File: src/rtl/dice_roll_capture.sv
// Debounces per-frame colour detector results into one confirmed dice roll per turn,
// hands it to the game FSM over valid/ready and flags turn end once the board is white again.
module dice_roll_capture #(
   parameter int unsigned STABLE_FRAMES = 3,
   parameter int unsigned CLEAR_FRAMES  = 3,
   parameter logic [15:0] MIN_CONF      = 16'd200,
   parameter int unsigned CNT_W         = 4
) (
   input  logic        clk,
   input  logic        reset,
   input  logic        enable,
   input  logic        frame_start,
   input  logic        color_valid,
   input  logic [1:0]  dominant_color,
   input  logic        white_detected,
   input  logic [15:0] color_confidence,
   output logic        roll_valid,
   input  logic        roll_ready,
   output logic [1:0]  roll_steps,
   output logic [1:0]  roll_color,
   output logic        turn_done,
   output logic [1:0]  state_dbg
);

   typedef enum logic [1:0] {
      ST_ARMED      = 2'b00,
      ST_CONFIRM    = 2'b01,
      ST_REPORT     = 2'b10,
      ST_WAIT_CLEAR = 2'b11
   } state_t;

   localparam logic [CNT_W-1:0] CNT_ZERO   = CNT_W'(0);
   localparam logic [CNT_W-1:0] CNT_ONE    = CNT_W'(1);
   localparam logic [CNT_W-1:0] CNT_MAX    = {CNT_W{1'b1}};
   localparam logic [CNT_W-1:0] STABLE_CNT = CNT_W'(STABLE_FRAMES);
   localparam logic [CNT_W-1:0] CLEAR_CNT  = CNT_W'(CLEAR_FRAMES);

   state_t           state_r;
   logic [CNT_W-1:0] cnt_r;
   logic [1:0]       cand_r;
   logic             fs_d1_r;
   logic             fs_d2_r;
   logic             roll_valid_r;
   logic [1:0]       roll_steps_r;
   logic [1:0]       roll_color_r;
   logic             turn_done_r;

   logic             tick_s;
   logic             col_s;
   logic             wht_s;
   logic             same_s;
   logic [CNT_W-1:0] cnt_inc_s;

   // Counters hold at all-ones instead of wrapping.
   function automatic logic [CNT_W-1:0] sat_inc(input logic [CNT_W-1:0] v);
      if (v == CNT_MAX) begin
         return v;
      end else begin
         return v + CNT_ONE;
      end
   endfunction

   function automatic logic is_colour(input logic       valid,
                                      input logic [1:0] colour,
                                      input logic [15:0] conf);
      return valid && (colour != 2'b00) && (conf >= MIN_CONF);
   endfunction

   // Frame tick detection and per-tick classification of the detector pulses.
   always_comb begin
      tick_s    = fs_d1_r & ~fs_d2_r;
      col_s     = is_colour(color_valid, dominant_color, color_confidence);
      cnt_inc_s = sat_inc(cnt_r);
      if (white_detected && !col_s) begin
         wht_s = 1'b1;
      end else begin
         wht_s = 1'b0;
      end
      if (col_s && (dominant_color == cand_r)) begin
         same_s = 1'b1;
      end else begin
         same_s = 1'b0;
      end
   end

   // Turn sequencing FSM with registered handshake and status outputs.
   always_ff @(posedge clk) begin
      if (reset) begin
         state_r      <= ST_ARMED;
         cnt_r        <= CNT_ZERO;
         cand_r       <= 2'b00;
         fs_d1_r      <= 1'b0;
         fs_d2_r      <= 1'b0;
         roll_valid_r <= 1'b0;
         roll_steps_r <= 2'b00;
         roll_color_r <= 2'b00;
         turn_done_r  <= 1'b0;
      end else begin
         fs_d1_r     <= frame_start;
         fs_d2_r     <= fs_d1_r;
         turn_done_r <= 1'b0;
         case (state_r)
            ST_ARMED: begin
               if (tick_s && col_s && enable) begin
                  cand_r <= dominant_color;
                  if (CNT_ONE >= STABLE_CNT) begin
                     state_r      <= ST_REPORT;
                     cnt_r        <= CNT_ZERO;
                     roll_valid_r <= 1'b1;
                     roll_steps_r <= dominant_color;
                     roll_color_r <= dominant_color;
                  end else begin
                     state_r <= ST_CONFIRM;
                     cnt_r   <= CNT_ONE;
                  end
               end
            end
            ST_CONFIRM: begin
               // Dropping enable aborts the candidate even on a confirming tick.
               if (!enable) begin
                  state_r <= ST_ARMED;
                  cnt_r   <= CNT_ZERO;
               end else if (tick_s) begin
                  if (same_s) begin
                     if (cnt_inc_s >= STABLE_CNT) begin
                        state_r      <= ST_REPORT;
                        cnt_r        <= CNT_ZERO;
                        roll_valid_r <= 1'b1;
                        roll_steps_r <= cand_r;
                        roll_color_r <= cand_r;
                     end else begin
                        cnt_r <= cnt_inc_s;
                     end
                  end else if (col_s) begin
                     cand_r <= dominant_color;
                     cnt_r  <= CNT_ONE;
                  end else begin
                     state_r <= ST_ARMED;
                     cnt_r   <= CNT_ZERO;
                  end
               end
            end
            ST_REPORT: begin
               if (roll_valid_r && roll_ready) begin
                  state_r      <= ST_WAIT_CLEAR;
                  cnt_r        <= CNT_ZERO;
                  roll_valid_r <= 1'b0;
               end
            end
            ST_WAIT_CLEAR: begin
               if (tick_s) begin
                  if (wht_s) begin
                     if (cnt_inc_s >= CLEAR_CNT) begin
                        state_r     <= ST_ARMED;
                        cnt_r       <= CNT_ZERO;
                        turn_done_r <= 1'b1;
                     end else begin
                        cnt_r <= cnt_inc_s;
                     end
                  end else begin
                     cnt_r <= CNT_ZERO;
                  end
               end
            end
            default: begin
               state_r      <= ST_ARMED;
               cnt_r        <= CNT_ZERO;
               roll_valid_r <= 1'b0;
            end
         endcase
      end
   end

   assign roll_valid = roll_valid_r;
   assign roll_steps = roll_steps_r;
   assign roll_color = roll_color_r;
   assign turn_done  = turn_done_r;
   assign state_dbg  = state_r;

endmodule
File: config.mk
export PLATFORM = sky130hd
export DESIGN_NAME = dice_roll_capture
export DESIGN_NICKNAME = d
export VERILOG_FILES = /design/src/rtl/dice_roll_capture.sv
export SDC_FILE = /design/constraint.sdc
export NUM_CORES = 1
export LEC_CHECK = 0
export CELL_PAD_IN_SITES_DETAIL_PLACEMENT = 0
export CELL_PAD_IN_SITES_GLOBAL_PLACEMENT = 1
export CORE_MARGIN = 2
export CORE_UTILIZATION = 29
export DETAILED_ROUTE_END_ITERATION = 6
export PLACE_DENSITY_LB_ADDON = 0.15
export SLEW_MARGIN = 10
export SYNTH_ARGS = -nofsm -noshare
export SYNTH_HDL_FRONTEND = slang
export SYNTH_SLANG_ARGS = --single-unit
File: constraint.sdc
create_clock -name clk -period 2.1 [get_ports clk]
set_input_delay 0.315 -clock clk [delete_from_list [all_inputs] [get_ports clk]]
set_output_delay 0.315 -clock clk [all_outputs]
set_load 0.05 [all_outputs]
==> impl_metrics.tcl <==
set metrics [dict create \
    dp_hpwl_mm 1.60 \
    p_seq_share_pct 48.3 \
    criticalPathCategory "reg2out" \
    place.gp.congestion 0.795 \
    final_nets 156 \
    hold_violations 0 \
    wirelength_mm 1.95 \
    core_mm2 0.00254 \
    cts_buffer_depth 2 \
    yosysWarningCount 0 \
    cp_top_family "buffers and inverters" \
    synth_edf_count 0 \
    tritoncts "done" \
    synth.net_count 119 \
    combPwrFrac_pct 16.5 \
    insertedDiodeCount 0 \
    cp-end-kind "output port" \
    worstPathMaxFanout 8 \
    min_period_ps 1930 \
    synth_area_leaders "dfxtp_1 (35%), nand2b_1 (4.7%), nor2b_1 (3.9%)" \
    synth-seq-cells 14 \
    cp_slowest_cell "clkdlybuf4s50_1" \
    post_cts_buffers 0 \
    drive_gt1_share_pct 13.2 \
    internal_power_mw 0.432 \
    reg2reg_setup_slack_ps 340 \
    crit_cells 1 \
    via_count 810 \
    ys_types 37 \
    slew_headroom_pct 65.7 \
    fin_worst_skew_ps 11.3 \
    p_leak_nw 0.436 \
    drt_iter0_drc 16 \
    dr.pass1.iters 4 \
    synth_largest_area_cell "dfxtp_1" \
    grt_pass1_vias 727 \
    rsz0062_at_grt "no" \
    antenna_left 0 \
    fmax_ghz 0.519 \
    synth_top_cells_by_count "dfxtp_1 (14), nand2_1 (7), nor2_1 (7), nand2b_1 (6)" \
    peakVddDrop_mv 0.274 \
    dp_slack_ps 44.1 \
    die_x_um 56.3 \
    synth_top_area_share_pct 35.3 \
    h-tree-depth 1 \
    drc 0 \
    worstHoldPathCells 2 \
    rr_worst_depth 6 \
    slew_viol_final 0 \
    seq_area_um2 280 \
    area_growth_pct 49.0 \
    synth.avg_cell_area_um2 8.54 \
    cts_buffers 3 \
    maxCapViolations 0 \
    cpPeakStageDelay_ps 850 \
    synthCells 93 \
    period_share_pct 91.7 \
    holdBufCountCts 0 \
    die_height_um 56.3 \
    synth-async-reset-ratio_pct 0 \
    p_per_area_mw_per_mm2 477 \
    syn_area_um2 795 \
    grt_max_degree 15 \
    power.share.switching_pct 23.4 \
    viasPerCell 5.09 \
    switchingPower_mw 0.132 \
    yosysMostFrequentCell "dfxtp_1" \
    clk_pin_slew_ps 100 \
    grt_antenna_before_repair 0 \
    track_usage_pct 12.6 \
    initial_core_util_pct 31.2 \
    synth_ff_type "dfxtp_1" \
    setup_ws_ps 174 \
    ioPinCount 33 \
    tightest_slew_ps 514 \
    wl_per_cell_um 12.3 \
    grt-ovfl-total 0 \
    outcome "complete, no violations" \
    cts_root_buffer "clkbuf_4" \
    hold_class "reg2reg" \
    die-area_mm2 0.00317 \
    cp_data_arrival_time_ps 1610 \
    ys_seq_area_share_pct 35.3 \
    p_clk_share_pct 35.3 \
    fill_cells 261 \
    cts.sinks 14 \
    ctsResizeCount 0 \
    crit_buf_inv 1 \
    portBuffers 29 \
    setup_violations 0 \
    multi_input_area_um2 475 \
    grt_pass1_wl_mm 3.14 \
    cp-start-kind "flip-flop" \
    clock_latency_ps 290 \
    tns_ps 0 \
    cp_cell_sequence "clkdlybuf4s50_1" \
    worst-endpoint-required_ps 1780 \
    rows 18 \
]
==> final timing paths <==
kind                              start                    endpoint
setup / recovery              flip-flop                state_dbg[1]
hold / removal    cnt_r[2]$_SDFFE_PP0P_       cnt_r[2]$_SDFFE_PP0P_
setup reg to reg  cnt_r[0]$_SDFFE_PP0P_  roll_color[1]$_SDFFE_PP0P_
hold reg to reg   cnt_r[2]$_SDFFE_PP0P_       cnt_r[2]$_SDFFE_PP0P_
==> cell usage in the layout, fill, tap and decap left out, drive strengths merged <==
cell / instances
nand2: 7
o21ai: 5
nand4: 1
a21o: 2
buf: 6
nand3b: 1
o2111ai: 1
and3: 2
o21ba: 2
a221o: 1
a31oi: 3
inv: 5
a31o: 1
ha: 1
o311ai: 1
o211ai: 1
o21a: 3
a311oi: 1
a21boi: 1
nand3: 3
nor4: 3
clkdlybuf4s50: 29
nand2b: 6
nor4b: 1
a221oi: 1
dfxtp: 14
xor2: 2
mux2i: 2
nor2: 7
nor2b: 6
nor3: 1
and2: 1
a21oi: 4
clkbuf: 4
==> cell type report <==
type / count / area share (%)
repair buffers: 35 / 28.3
multi-input cells: 71 / 40.2
inverters: 5 / 1.59
flip-flops and latches: 14 / 23.7
well taps: 30 / 3.17
clock buffers: 4 / 3.07
==> power by group through the flow <==
stage | clock (mW) | sequential [mW] | combinational, mW
after floorplan | 0 | 0.280 | 0.0319
after CTS | 0.204 | 0.272 | 0.0943
after global placement | 0 | 0.279 | 0.0923
after detailed placement | 0 | 0.279 | 0.0941
after global routing | 0.215 | 0.273 | 0.101
final | 0.199 | 0.272 | 0.0931
==> kinds of logic (layout without fill, tap and decap cells) <==
kind of cell | Yosys count | after routing | share of synthesized area, %
multiplexers | 2 | 2 | 2.52
flip-flops | 14 | 14 | 35.3
AND/OR/NAND/NOR | 39 | 39 | 28.7
AO/OA/AOI/OAI | 27 | 27 | 24.9
buffers and inverters | 8 | 44 | 4.88
adder cells (fa/ha/maj) | 1 | 1 | 1.57
XOR/XNOR | 2 | 2 | 2.21
==> layer usage <==
| layer | up-vias | track usage, % | wire [um] |
|---|---|---|---|
| li1 | 410 | - | - |
| met1 | 369 | 15.8 | 896 |
| met2 | 25 | 20.5 | 919 |
| met3 | 6 | 3.00 | 100 |
| met4 | 0 | 5.10 | 37 |
| met5 | - | 0 | 0 |
==> sequential cells by signal (all words and copies together) (netlist names), named ones only <==
name        cells
cnt_r           4
cand_r          2
roll_color      2
fs_d1_r         1
fs_d2_r         1
roll_valid      1
state_dbg       1
turn_done       1
==> per-stage QoR <==
step | cells | hold slack (ps) | utilization (%) | cell area [um2] | total power, mW
after detailed placement | 155 | 435 | 45.1 | 1150 | 0.373
after CTS | 159 | 450 | 46.5 | 1180 | 0.571
after global routing | 159 | 484 | 46.5 | 1180 | 0.589
after global placement | 155 | 431 | 45.1 | 1150 | 0.371
after floorplan | 93 | 417 | - | 795 | 0.312
final | 159 | 443 | 46.5 | 1180 | 0.565
(Power assumes the default switching activity.)
==> RTL edit (config.mk and constraints unchanged) <==
The parameter `CNT_W` goes from 4 to 5.
--- a/src/rtl/dice_roll_capture.sv
+++ b/src/rtl/dice_roll_capture.sv
@@ -5,5 +5,5 @@
    parameter int unsigned CLEAR_FRAMES  = 3,
    parameter logic [15:0] MIN_CONF      = 16'd200,
-   parameter int unsigned CNT_W         = 4
+   parameter int unsigned CNT_W         = 5
 ) (
    input  logic        clk,
Check against the original RTL: no difference found for any inputs over 10 cycles, from zero or initial values and one cycle with reset high; that may be too few to reach the edited logic, so the function may still have changed.
==> RTL edit against the original RTL <==
Die area up 4.5%. Wire length rose by 9.3%. Sequential cell count up 1. Worst setup slack got worse by 0.10 ns. Non-clock buffer count is the same. Largest power group unchanged. Sequential power rose by 7.4%. Power fell by 2.2%. Utilization shrank 2.4 points. Synthesized area increased by 4.9%. Synthesized cell count increased by 9.7%. Cell area up 1.8%. Global-route usage increased by 1.2 points.
==> RTL edit: results (changes against the original RTL) <==
| Metric | Value |
|---|---|
| Largest cells by area after synthesis | `dfxtp_1, a21oi_1, nand3_1, nor2_1, and2_1` |
| Via density | `5.29 (+3.8%)` |
| Met2 usage | `23.4% (+2.9 points)` |
| Top reg by flops | `cnt_r` |
| Drt first-iter violations | `19 (+3)` |
| Worst ir drop on vdd | `0.000321 V (+17%)` |
| Met3 GRT Util | `4.99% (+2.0 points)` |
| Mux contribution to synthesized area | `1.20% (-1.3 points)` |
| Post-DP Area | `1180 µm² (+2.5%)` |
| RePlAce Congestion | `0.793 (-0.21%)` |
| M1 wire length | `955 µm (+6.6%)` |
| Syn Inst Count | `102 (+9.7%)` |
| Routed len/inst | `12.9 µm (+4.7%)` |
| Max reg flops | `5 (+1)` |
| Buf/Inv on CP | `2 (+1)` |
| Status | `complete, no violations` |
| Register Area | `300 µm² (+7.1%)` |
| Psw | `0.000133 W (+0.42%)` |
| Critical path arrival | `2.20 ns (+0.59 ns)` |
| First-pass GRT wire length | `3.55 mm (+13%)` |
| DP HPWL | `1.74 mm (+8.8%)` |
| Power per cell area | `458 nW/µm² (-3.9%)` |
| Slew @ Worst Pin | `0.549 ns (+0.0355 ns)` |
| Fill cells | `273 (+4.6%)` |
| Clock Latency Late Sink | `0.28 ns` |
| Post-synthesis xor/xnor area fraction | `2.10% (-0.10 points)` |
| Metal3 WL | `125 µm (+25%)` |
| Clock Skew | `0.00144 ns (-0.00983 ns)` |
| Post-Synth Adder-Cell Area | `1.50% (-0.073 points)` |
| Vias in the first global route | `816 (+12%)` |
| Place WS | `-0.225 ns (-0.269 ns)` |
| Worst path top cell family by delay | `simple AND/OR/NAND/NOR gates` |
| Crit path max fanout | `4 (-4)` |
| P_leak | `0.414 nW (-5.1%)` |
| Routed WL | `2.14 mm (+9.3%)` |
| Syn_nets | `128 (+7.6%)` |
| Dpl cells | `162 (+4.5%)` |
| Slowest cell delay on critical path | `0.54 ns (-0.31 ns)` |
| Cell variety after synth | `38 (+2.7%)` |
| Synth Warn # | `0 (unchanged)` |
| M1 GR Usage | `16.6% (+0.86 points)` |
| Share of cells above drive strength 1 | `10.4% (-2.8 points)` |
| Tot GR Track Use | `13.8% (+1.2 points)` |
| Sequential share of the synthesized area | `36.0% (+0.76 points)` |
-- RTL edit: cell type report --
type | instances | area share, %
tap | 31 | 3.22
multi-input combinational | 80 | 41.5
inverter | 1 | 0.312
clock buffer | 4 | 2.18
timing repair buffer | 35 | 27.8
sequential | 15 | 24.9
-- RTL edit: final timing paths --
check,depth (start not counted),from,slack [ns],endpoint
worst max register to register,6,cnt_r[0]$_SDFFE_PP0P_,0.34,roll_color[1]$_SDFFE_PP0P_
worst min-delay path,2,roll_color[0]$_SDFFE_PP0P_,0.49,roll_color[0]$_SDFFE_PP0P_
worst max-delay path,7,color_confidence[15],0.07,cnt_r[0]$_SDFFE_PP0P_
worst min register to register,2,roll_color[0]$_SDFFE_PP0P_,0.49,roll_color[0]$_SDFFE_PP0P_
-- RTL edit: cell families after synthesis --
| logic type | Yosys count |
|---|---|
| buf+inv | 7 |
| simple gates | 48 |
| flops | 15 |
| xor+xnor | 2 |
| mux | 1 |
| fa+ha+maj | 1 |
| compound gates | 28 |
-- RTL edit: metrics by stage --
stage,total power (W),utilization [%],setup TNS [ns]
2_1_floorplan,0.000336,-,0
3_3_place_gp,0.000395,43.0,-1.67
3_5_place_dp,0.000396,43.0,-1.64
4_1_cts,0.000564,44.0,0
5_1_grt,0.000584,44.1,0
6_report,0.000552,44.1,0
-- RTL edit: what timing repair did --
action,in CTS,in global routing
endpoints found under the setup margin,0,1
gates resized for setup,0,1
buffers inserted,0,0
hold buffers,0,0
-- RTL edit: power by group through the flow --
stage | Clock, W | Sequential (W) | Combinational (W)
global placement | 0 | 0.000299 | 0.0000959
detailed placement | 0 | 0.000299 | 0.0000972
CTS | 0.000174 | 0.000292 | 0.0000975
finish | 0.000163 | 0.000292 | 0.0000971
floorplan | 0 | 0.000299 | 0.0000370
global route | 0.000185 | 0.000293 | 0.000106
